<file path="src/rtl/muldiv_sequencer.sv">
// -----------------------------------------------------------------------------
// muldiv_sequencer
//
// Iterative RV32M multiply/divide unit that sits beside the ALU in EX.
// One M-extension op is accepted from EX; the front of the pipeline is
// stalled while the unit iterates one bit per cycle, then result_m is
// presented together with a single-cycle flagM pulse so the EX/MEM register
// captures it instead of the ALU result.
//
// Ports
//   clk       rising-edge clock
//   rst       asynchronous, active-high reset
//   start     EX holds a valid M op (held until stall drops)
//   funct3E   op select: MUL, MULH, MULHSU, MULHU, DIV, DIVU, REM, REMU
//   srcA      rs1 operand after forwarding
//   srcB      rs2 operand after forwarding
//   flush     kill the op in EX
//   stall     freezes PC, IF/ID, ID/EX; bubbles EX/MEM
//   busy      unit is not idle
//   flagM     result_m is valid this cycle
//   result_m  final result, held until the next op completes
// -----------------------------------------------------------------------------
module muldiv_sequencer #(
  parameter int WIDTH = 32,
  parameter int CNT_W = $clog2(WIDTH) + 1
) (
  input  logic             clk,
  input  logic             rst,
  input  logic             start,
  input  logic [2:0]       funct3E,
  input  logic [WIDTH-1:0] srcA,
  input  logic [WIDTH-1:0] srcB,
  input  logic             flush,
  output logic             stall,
  output logic             busy,
  output logic             flagM,
  output logic [WIDTH-1:0] result_m
);

  typedef enum logic [1:0] {
    IDLE = 2'd0,
    CALC = 2'd1,
    DONE = 2'd2
  } state_t;

  localparam logic [2:0] F_MUL    = 3'b000;
  localparam logic [2:0] F_MULH   = 3'b001;
  localparam logic [2:0] F_MULHU  = 3'b011;
  localparam logic [2:0] F_DIV    = 3'b100;
  localparam logic [2:0] F_DIVU   = 3'b101;
  localparam logic [2:0] F_REM    = 3'b110;
  localparam logic [2:0] F_REMU   = 3'b111;

  localparam logic [WIDTH-1:0] MIN_NEG   = {1'b1, {(WIDTH-1){1'b0}}};
  localparam logic [CNT_W-1:0] LAST_ITER = CNT_W'(WIDTH - 1);

  // ---------------------------------------------------------------------------
  // State and datapath registers
  //   hi/lo double as {product high, product low / multiplier} for multiply
  //   and {partial remainder, dividend / quotient} for divide.
  //   opnd holds the multiplicand or the divisor magnitude.
  // ---------------------------------------------------------------------------
  state_t             state_reg,  state_next;
  logic [CNT_W-1:0]   cnt_reg,    cnt_next;
  logic [2:0]         funct3_reg, funct3_next;
  logic [WIDTH-1:0]   opnd_reg,   opnd_next;
  logic [WIDTH-1:0]   hi_reg,     hi_next;
  logic [WIDTH-1:0]   lo_reg,     lo_next;
  logic               neg_q_reg,  neg_q_next;   // negate product / quotient
  logic               neg_r_reg,  neg_r_next;   // negate remainder
  logic [WIDTH-1:0]   result_reg, result_next;

  // ---------------------------------------------------------------------------
  // Incoming op decode (used only in IDLE)
  // ---------------------------------------------------------------------------
  logic             is_div_in;
  logic             signed_a_in;
  logic             signed_b_in;
  logic             neg_a_in;
  logic             neg_b_in;
  logic [WIDTH-1:0] a_mag_in;
  logic [WIDTH-1:0] b_mag_in;
  logic             div_zero_in;
  logic             div_ovf_in;
  logic [WIDTH-1:0] special_res_in;

  always_comb begin
    is_div_in   = funct3E[2];
    // Only MULHU, DIVU and REMU treat rs1 as unsigned.
    signed_a_in = (funct3E != F_MULHU) && (funct3E != F_DIVU) && (funct3E != F_REMU);
    signed_b_in = (funct3E == F_MUL) || (funct3E == F_MULH) ||
                  (funct3E == F_DIV) || (funct3E == F_REM);
    neg_a_in    = signed_a_in && srcA[WIDTH-1];
    neg_b_in    = signed_b_in && srcB[WIDTH-1];
    a_mag_in    = neg_a_in ? -srcA : srcA;
    b_mag_in    = neg_b_in ? -srcB : srcB;

    div_zero_in = is_div_in && (srcB == '0);
    // Signed overflow only for DIV/REM (funct3[0]==0): MIN_NEG / -1.
    div_ovf_in  = is_div_in && !funct3E[0] && (srcA == MIN_NEG) && (srcB == '1);

    // Remainder ops (funct3[1]==1) return the dividend on /0 and 0 on overflow;
    // quotient ops return all-ones on /0 and the dividend (MIN_NEG) on overflow.
    if (funct3E[1]) begin
      special_res_in = div_zero_in ? srcA : '0;
    end else begin
      special_res_in = div_zero_in ? '1 : srcA;
    end
  end

  // ---------------------------------------------------------------------------
  // One iteration step
  // ---------------------------------------------------------------------------
  logic [WIDTH:0]   mul_sum;
  logic [WIDTH:0]   div_shift;
  logic [WIDTH:0]   div_diff;
  logic [WIDTH-1:0] step_hi;
  logic [WIDTH-1:0] step_lo;

  always_comb begin
    // Shift-add: add multiplicand into the high half when the current
    // multiplier bit is set, then shift the whole {carry, hi, lo} right.
    mul_sum   = {1'b0, hi_reg} + (lo_reg[0] ? {1'b0, opnd_reg} : '0);
    // Restoring divide: bring in the next dividend bit (MSB first) and try
    // subtracting the divisor; the borrow bit decides the quotient bit.
    div_shift = {hi_reg, lo_reg[WIDTH-1]};
    div_diff  = div_shift - {1'b0, opnd_reg};

    if (funct3_reg[2]) begin
      if (!div_diff[WIDTH]) begin
        step_hi = div_diff[WIDTH-1:0];
        step_lo = {lo_reg[WIDTH-2:0], 1'b1};
      end else begin
        step_hi = div_shift[WIDTH-1:0];
        step_lo = {lo_reg[WIDTH-2:0], 1'b0};
      end
    end else begin
      step_hi = mul_sum[WIDTH:1];
      step_lo = {mul_sum[0], lo_reg[WIDTH-1:1]};
    end
  end

  // ---------------------------------------------------------------------------
  // Final result formed from the last step's values, so it can be registered
  // on the same edge that enters DONE.
  // ---------------------------------------------------------------------------
  logic [2*WIDTH-1:0] prod_abs;
  logic [2*WIDTH-1:0] prod_fix;
  logic [WIDTH-1:0]   final_res;

  always_comb begin
    prod_abs = {step_hi, step_lo};
    prod_fix = neg_q_reg ? -prod_abs : prod_abs;
    final_res = '0;
    case (funct3_reg)
      F_MUL:   final_res = prod_fix[WIDTH-1:0];
      F_DIV:   final_res = neg_q_reg ? -step_lo : step_lo;
      F_DIVU:  final_res = step_lo;
      F_REM:   final_res = neg_r_reg ? -step_hi : step_hi;
      F_REMU:  final_res = step_hi;
      default: final_res = prod_fix[2*WIDTH-1:WIDTH];   // MULH, MULHSU, MULHU
    endcase
  end

  // ---------------------------------------------------------------------------
  // Next-state / datapath control
  // ---------------------------------------------------------------------------
  always_comb begin
    state_next  = state_reg;
    cnt_next    = cnt_reg;
    funct3_next = funct3_reg;
    opnd_next   = opnd_reg;
    hi_next     = hi_reg;
    lo_next     = lo_reg;
    neg_q_next  = neg_q_reg;
    neg_r_next  = neg_r_reg;
    result_next = result_reg;

    case (state_reg)
      IDLE: begin
        if (start && !flush) begin
          funct3_next = funct3E;
          neg_q_next  = neg_a_in ^ neg_b_in;
          neg_r_next  = neg_a_in;
          cnt_next    = '0;
          hi_next     = '0;
          if (div_zero_in || div_ovf_in) begin
            result_next = special_res_in;
            state_next  = DONE;
          end else begin
            state_next = CALC;
            if (is_div_in) begin
              opnd_next = b_mag_in;
              lo_next   = a_mag_in;
            end else begin
              opnd_next = a_mag_in;
              lo_next   = b_mag_in;
            end
          end
        end
      end

      CALC: begin
        if (flush) begin
          // Abort silently; result_m keeps the previous op's value.
          state_next = IDLE;
        end else begin
          hi_next  = step_hi;
          lo_next  = step_lo;
          cnt_next = cnt_reg + 1'b1;
          if (cnt_reg == LAST_ITER) begin
            result_next = final_res;
            state_next  = DONE;
          end
        end
      end

      DONE: begin
        // start is ignored here; a new op is taken in the following IDLE cycle.
        state_next = IDLE;
      end

      default: state_next = IDLE;
    endcase
  end

  always_ff @(posedge clk or posedge rst) begin
    if (rst) begin
      state_reg  <= IDLE;
      cnt_reg    <= '0;
      funct3_reg <= '0;
      opnd_reg   <= '0;
      hi_reg     <= '0;
      lo_reg     <= '0;
      neg_q_reg  <= 1'b0;
      neg_r_reg  <= 1'b0;
      result_reg <= '0;
    end else begin
      state_reg  <= state_next;
      cnt_reg    <= cnt_next;
      funct3_reg <= funct3_next;
      opnd_reg   <= opnd_next;
      hi_reg     <= hi_next;
      lo_reg     <= lo_next;
      neg_q_reg  <= neg_q_next;
      neg_r_reg  <= neg_r_next;
      result_reg <= result_next;
    end
  end

  // ---------------------------------------------------------------------------
  // Outputs. stall is combinational so the pipeline freezes in the very cycle
  // the op is presented; it is forced low while reset is asserted so a held
  // start cannot keep the pipeline frozen during reset.
  // ---------------------------------------------------------------------------
  assign stall    = !rst && (((state_reg == IDLE) && start && !flush) || (state_reg == CALC));
  assign busy     = (state_reg != IDLE);
  assign flagM    = (state_reg == DONE);
  assign result_m = result_reg;

endmodule

</file>
<file path="config.mk">
export PLATFORM = sky130hd
export DESIGN_NAME = muldiv_sequencer
export DESIGN_NICKNAME = d
export VERILOG_FILES = /design/src/rtl/muldiv_sequencer.sv
export SDC_FILE = /design/constraint.sdc
export NUM_CORES = 1
export LEC_CHECK = 0
export BUFFER_PORTS_ARGS = -buffer_cell sky130_fd_sc_hd__buf_4
export CAP_MARGIN = 0
export CORE_MARGIN = 4
export CORE_UTILIZATION = 40
export CTS_CLUSTER_DIAMETER = 80
export DETAILED_ROUTE_END_ITERATION = 10
export GPL_TIMING_DRIVEN = 0
export PLACE_DENSITY_LB_ADDON = 0.2
export SLEW_MARGIN = 25
export SYNTH_ARGS = -nofsm -noshare
export SYNTH_HDL_FRONTEND = slang
export SYNTH_SLANG_ARGS = --single-unit
</file>
<file path="constraint.sdc">
create_clock -name clk -period 8 [get_ports clk]
set_input_delay 0.8 -clock clk [delete_from_list [all_inputs] [get_ports clk]]
set_output_delay 0.8 -clock clk [all_outputs]
set_load 0.03 [all_outputs]
</file>
==> qor.yml <==
final_layout:
  diodes: 0
  final_cells: 2939
  fin_area_um2: 18430
  layout-drive-gt1-share: 0.09486
  syn2layout_area_growth_pct: 12.94
  nets: 2544
global_route:
  grt_pass1_wl_mm: 118.9
  grt_start_max_net_pins: 92
  overflow: 0
  grt_pass1_vias: 17660
  grtUsageTotal: 0.3588
  antenna_found_initial: 2
drt:
  wl_per_cell_um: 27.95
  first_pass_iters: 8
  via_count: 18730
  drtIter0Drc: 2235
  routed_wl_mm: 82.16
  postRouteAntennaNets: 0
  drc: 0
  via_per_inst: 6.373
logic_synthesis:
  synthAdderAreaFrac: 0.05611
  synth_edf_count: 0
  yosysSeqAreaShare: 0.2162
  synth_simple_gate_area_frac: 0.2322
  synth_compound_area_frac: 0.3020
  postSynth.asyncResetShare: 1.000
  syn-cell-area_um2: 16320
  synth_top_family_by_area: "compound AO/OA/AOI/OAI gates"
  yosysWarnings: 0
  muxShareOfSynthArea: 0.03595
  synth_area_per_cell_um2: 7.168
  synth_xor_area_frac: 0.1025
  synth.distinct_cells: 107
  netlist_instances: 2277
  yosys_most_used_dff: "dfrtp_1"
  synthesis.nets: 2420
  ys_seq_elements: 141
pwr:
  power_density_nw_per_um2: 477.8
  max-vdd-ir-drop_uv: 182.6
  p_total_uw: 8807
  leakagePower_uw: 0.007574
setup_path:
  critPathTopFamily: "buffers and inverters"
  path_common_cell: "buf_2"
  crit_path_start_kind: "flop"
  criticalPathCategory: "reg2reg"
  critPathArrivalTime_ps: 7200
  worst-path-buf-inv: 8
  r2r-start: "funct3_reg[2]$_DFFE_PP0P_"
  crit_chain: "buf_2, buf_2, buf_2, buf_2, buf_1, clkbuf_1, buf_1, a21oi_1, inv_1, ha_1, and4_1, nand3_1, nor4_1, a31oi_1, xnor2_1, o221ai_1, a21oi_1"
  slowest_stage: "buf_1"
  required_ps: 8320
  cp-startpoint: "funct3_reg[2]$_DFFE_PP0P_"
  worst_setup_path_end_kind: "flop"
  slowest_delay_ps: 810
  cp_max_fo: 10
clock_network:
  clkTransAtPathRegs_ps: 70
  cts.sinks: 141
  cts_tree: "done"
  cts_buffers: 17
  postCtsSetupRepairBufs: 0
  htreeDepth: 4
  cts_resized: 0
  clock_path_buffers: 2
  cts_hold_buffers: 0
  insertion_delay_ps: 470
  clockRootBuffer: "clkbuf_16"
place:
  dp_cells: 2907
  dpl.hpwl_mm: 67.07
  dpl_cell_area_um2: 17810
  gp_congestion: 1.025
  portBuffers: 104
run:
  drv_cap: 0
timing:
  tightest_slew_ps: 1102
  max_freq_ghz: 0.1454
  setup_viol: 0
  period_minus_slack_ps: 6875
  hold_viol_final: 0
  slew_viol_final: 0
  slew_headroom: 0.2465
  timing.final.crit_share: 0.8594
  finalClockSkew_ps: 13.52
  grt_setup_unrepaired: "no"
  timing.hold.ws_ps: 336.4
  setup_tns_ps: 0
die:
  dieArea_um2: 44100
  dieHeight_um: 210
  fp.coreArea_um2: 40010
  rows: 73
  start_util: 0.4080
  die_x_um: 210
  io_pins: 106
worst_hold_path:
  hold_class: "in2async"
status:
  status: "finished, final reports clean"
==> through the flow <==
stage / utilization / setup WS (ps)
2_1_floorplan: - / 3419
3_3_place_gp: 0.4439 / 1343
3_5_place_dp: 0.4452 / 1348
4_1_cts: 0.4608 / 1324
5_1_grt: 0.4608 / 948.7
6_report: 0.4608 / 1125
==> synth_stat cells, types with 22 or more instances <==
cell type / number / area (um^2)
nand2_1: 293 / 1100
o21ai_0: 266 / 1331
a21oi_1: 220 / 1101
nor2_1: 196 / 735.7
dfrtp_1: 141 / 3528
xnor2_1: 120 / 1051
clkbuf_1: 114 / 427.9
inv_1: 75 / 281.5
xor2_1: 71 / 621.9
ha_1: 70 / 875.8
nor3_1: 55 / 275.3
and2_1: 46 / 287.8
nand3_1: 42 / 210.2
mux2i_1: 41 / 410.4
nand4_1: 40 / 250.2
o31ai_1: 34 / 255.2
a211oi_1: 27 / 202.7
or3_1: 24 / 150.1
a31oi_1: 23 / 143.9
a21o_1: 22 / 165.2
o211ai_1: 22 / 165.2
==> final timing paths <==
| check | endpoint | depth (start not counted) | slack, ps |
|---|---|---|---|
| worst max-delay path | result_m[30]$_DFFE_PP0P_ | 17 | 1120 |
| worst min-delay path | result_m[31]$_DFFE_PP0P_ | 2 | 340 |
| worst max register to register | result_m[30]$_DFFE_PP0P_ | 17 | 1120 |
| worst min register to register | result_m[6]$_DFFE_PP0P_ | 2 | 490 |
| max in group asynchronous | opnd_reg[5]$_DFFE_PP0P_ | 3 | 6850 |
| min in group clk | result_m[6]$_DFFE_PP0P_ | 2 | 490 |
==> logic make-up after synthesis <==
family,count (synthesis)
muxes,54
and+or+nand+nor,801
adders and majority gates,72
buffers and inverters,223
xor gates and xnor gates,191
DFF,141
AOI/OAI and AO/OA,795
==> cells in the final DEF, fill, tap and decap left out, types with 46 or more instances in the layout <==
cell | netlist | layout
nand2_1 | 293 | 293
buf_4 | 3 | 107
o21ai_0 | 266 | 266
and2_1 | 46 | 46
xor2_1 | 71 | 71
a21oi_1 | 220 | 220
nor3_1 | 55 | 55
inv_1 | 75 | 74
xnor2_1 | 120 | 120
dfrtp_1 | 141 | 141
nor2_1 | 196 | 195
ha_1 | 70 | 70
clkbuf_1 | 114 | 114
==> area by class of cell <==
cell class,instances,area [um^2]
Timing Repair Buffer,105,808.3
Fill cell,4242,21570
Clock buffer,17,425.4
Sequential cell,141,3528
Multi-Input combinational cell,1913,11910
Clock inverter,15,196.4
Tap cell,525,656.9
Inverter,78,300.3
Buffer,145,605.6
==> power breakdown <==
part           total, uW  leakage [uW]  internal (uW)  switching (uW)
Sequential          1450       0.00178            999             448
Combinational       6480       0.00548           2120            4360
Clock                876      0.000307            479             397
==> per-layer routing <==
layer / share of wire / wire [um] / vias up / track usage
met1: 0.42 / 34270 / 9071 / 0.4821
li1: - / - / 8485 / -
met2: 0.43 / 35270 / 976 / 0.5431
met4: 0.052 / 4298 / 0 / 0.1649
met5: 0 / 0 / - / 0
met3: 0.10 / 8313 / 199 / 0.09302
(Power assumes the default switching activity.)
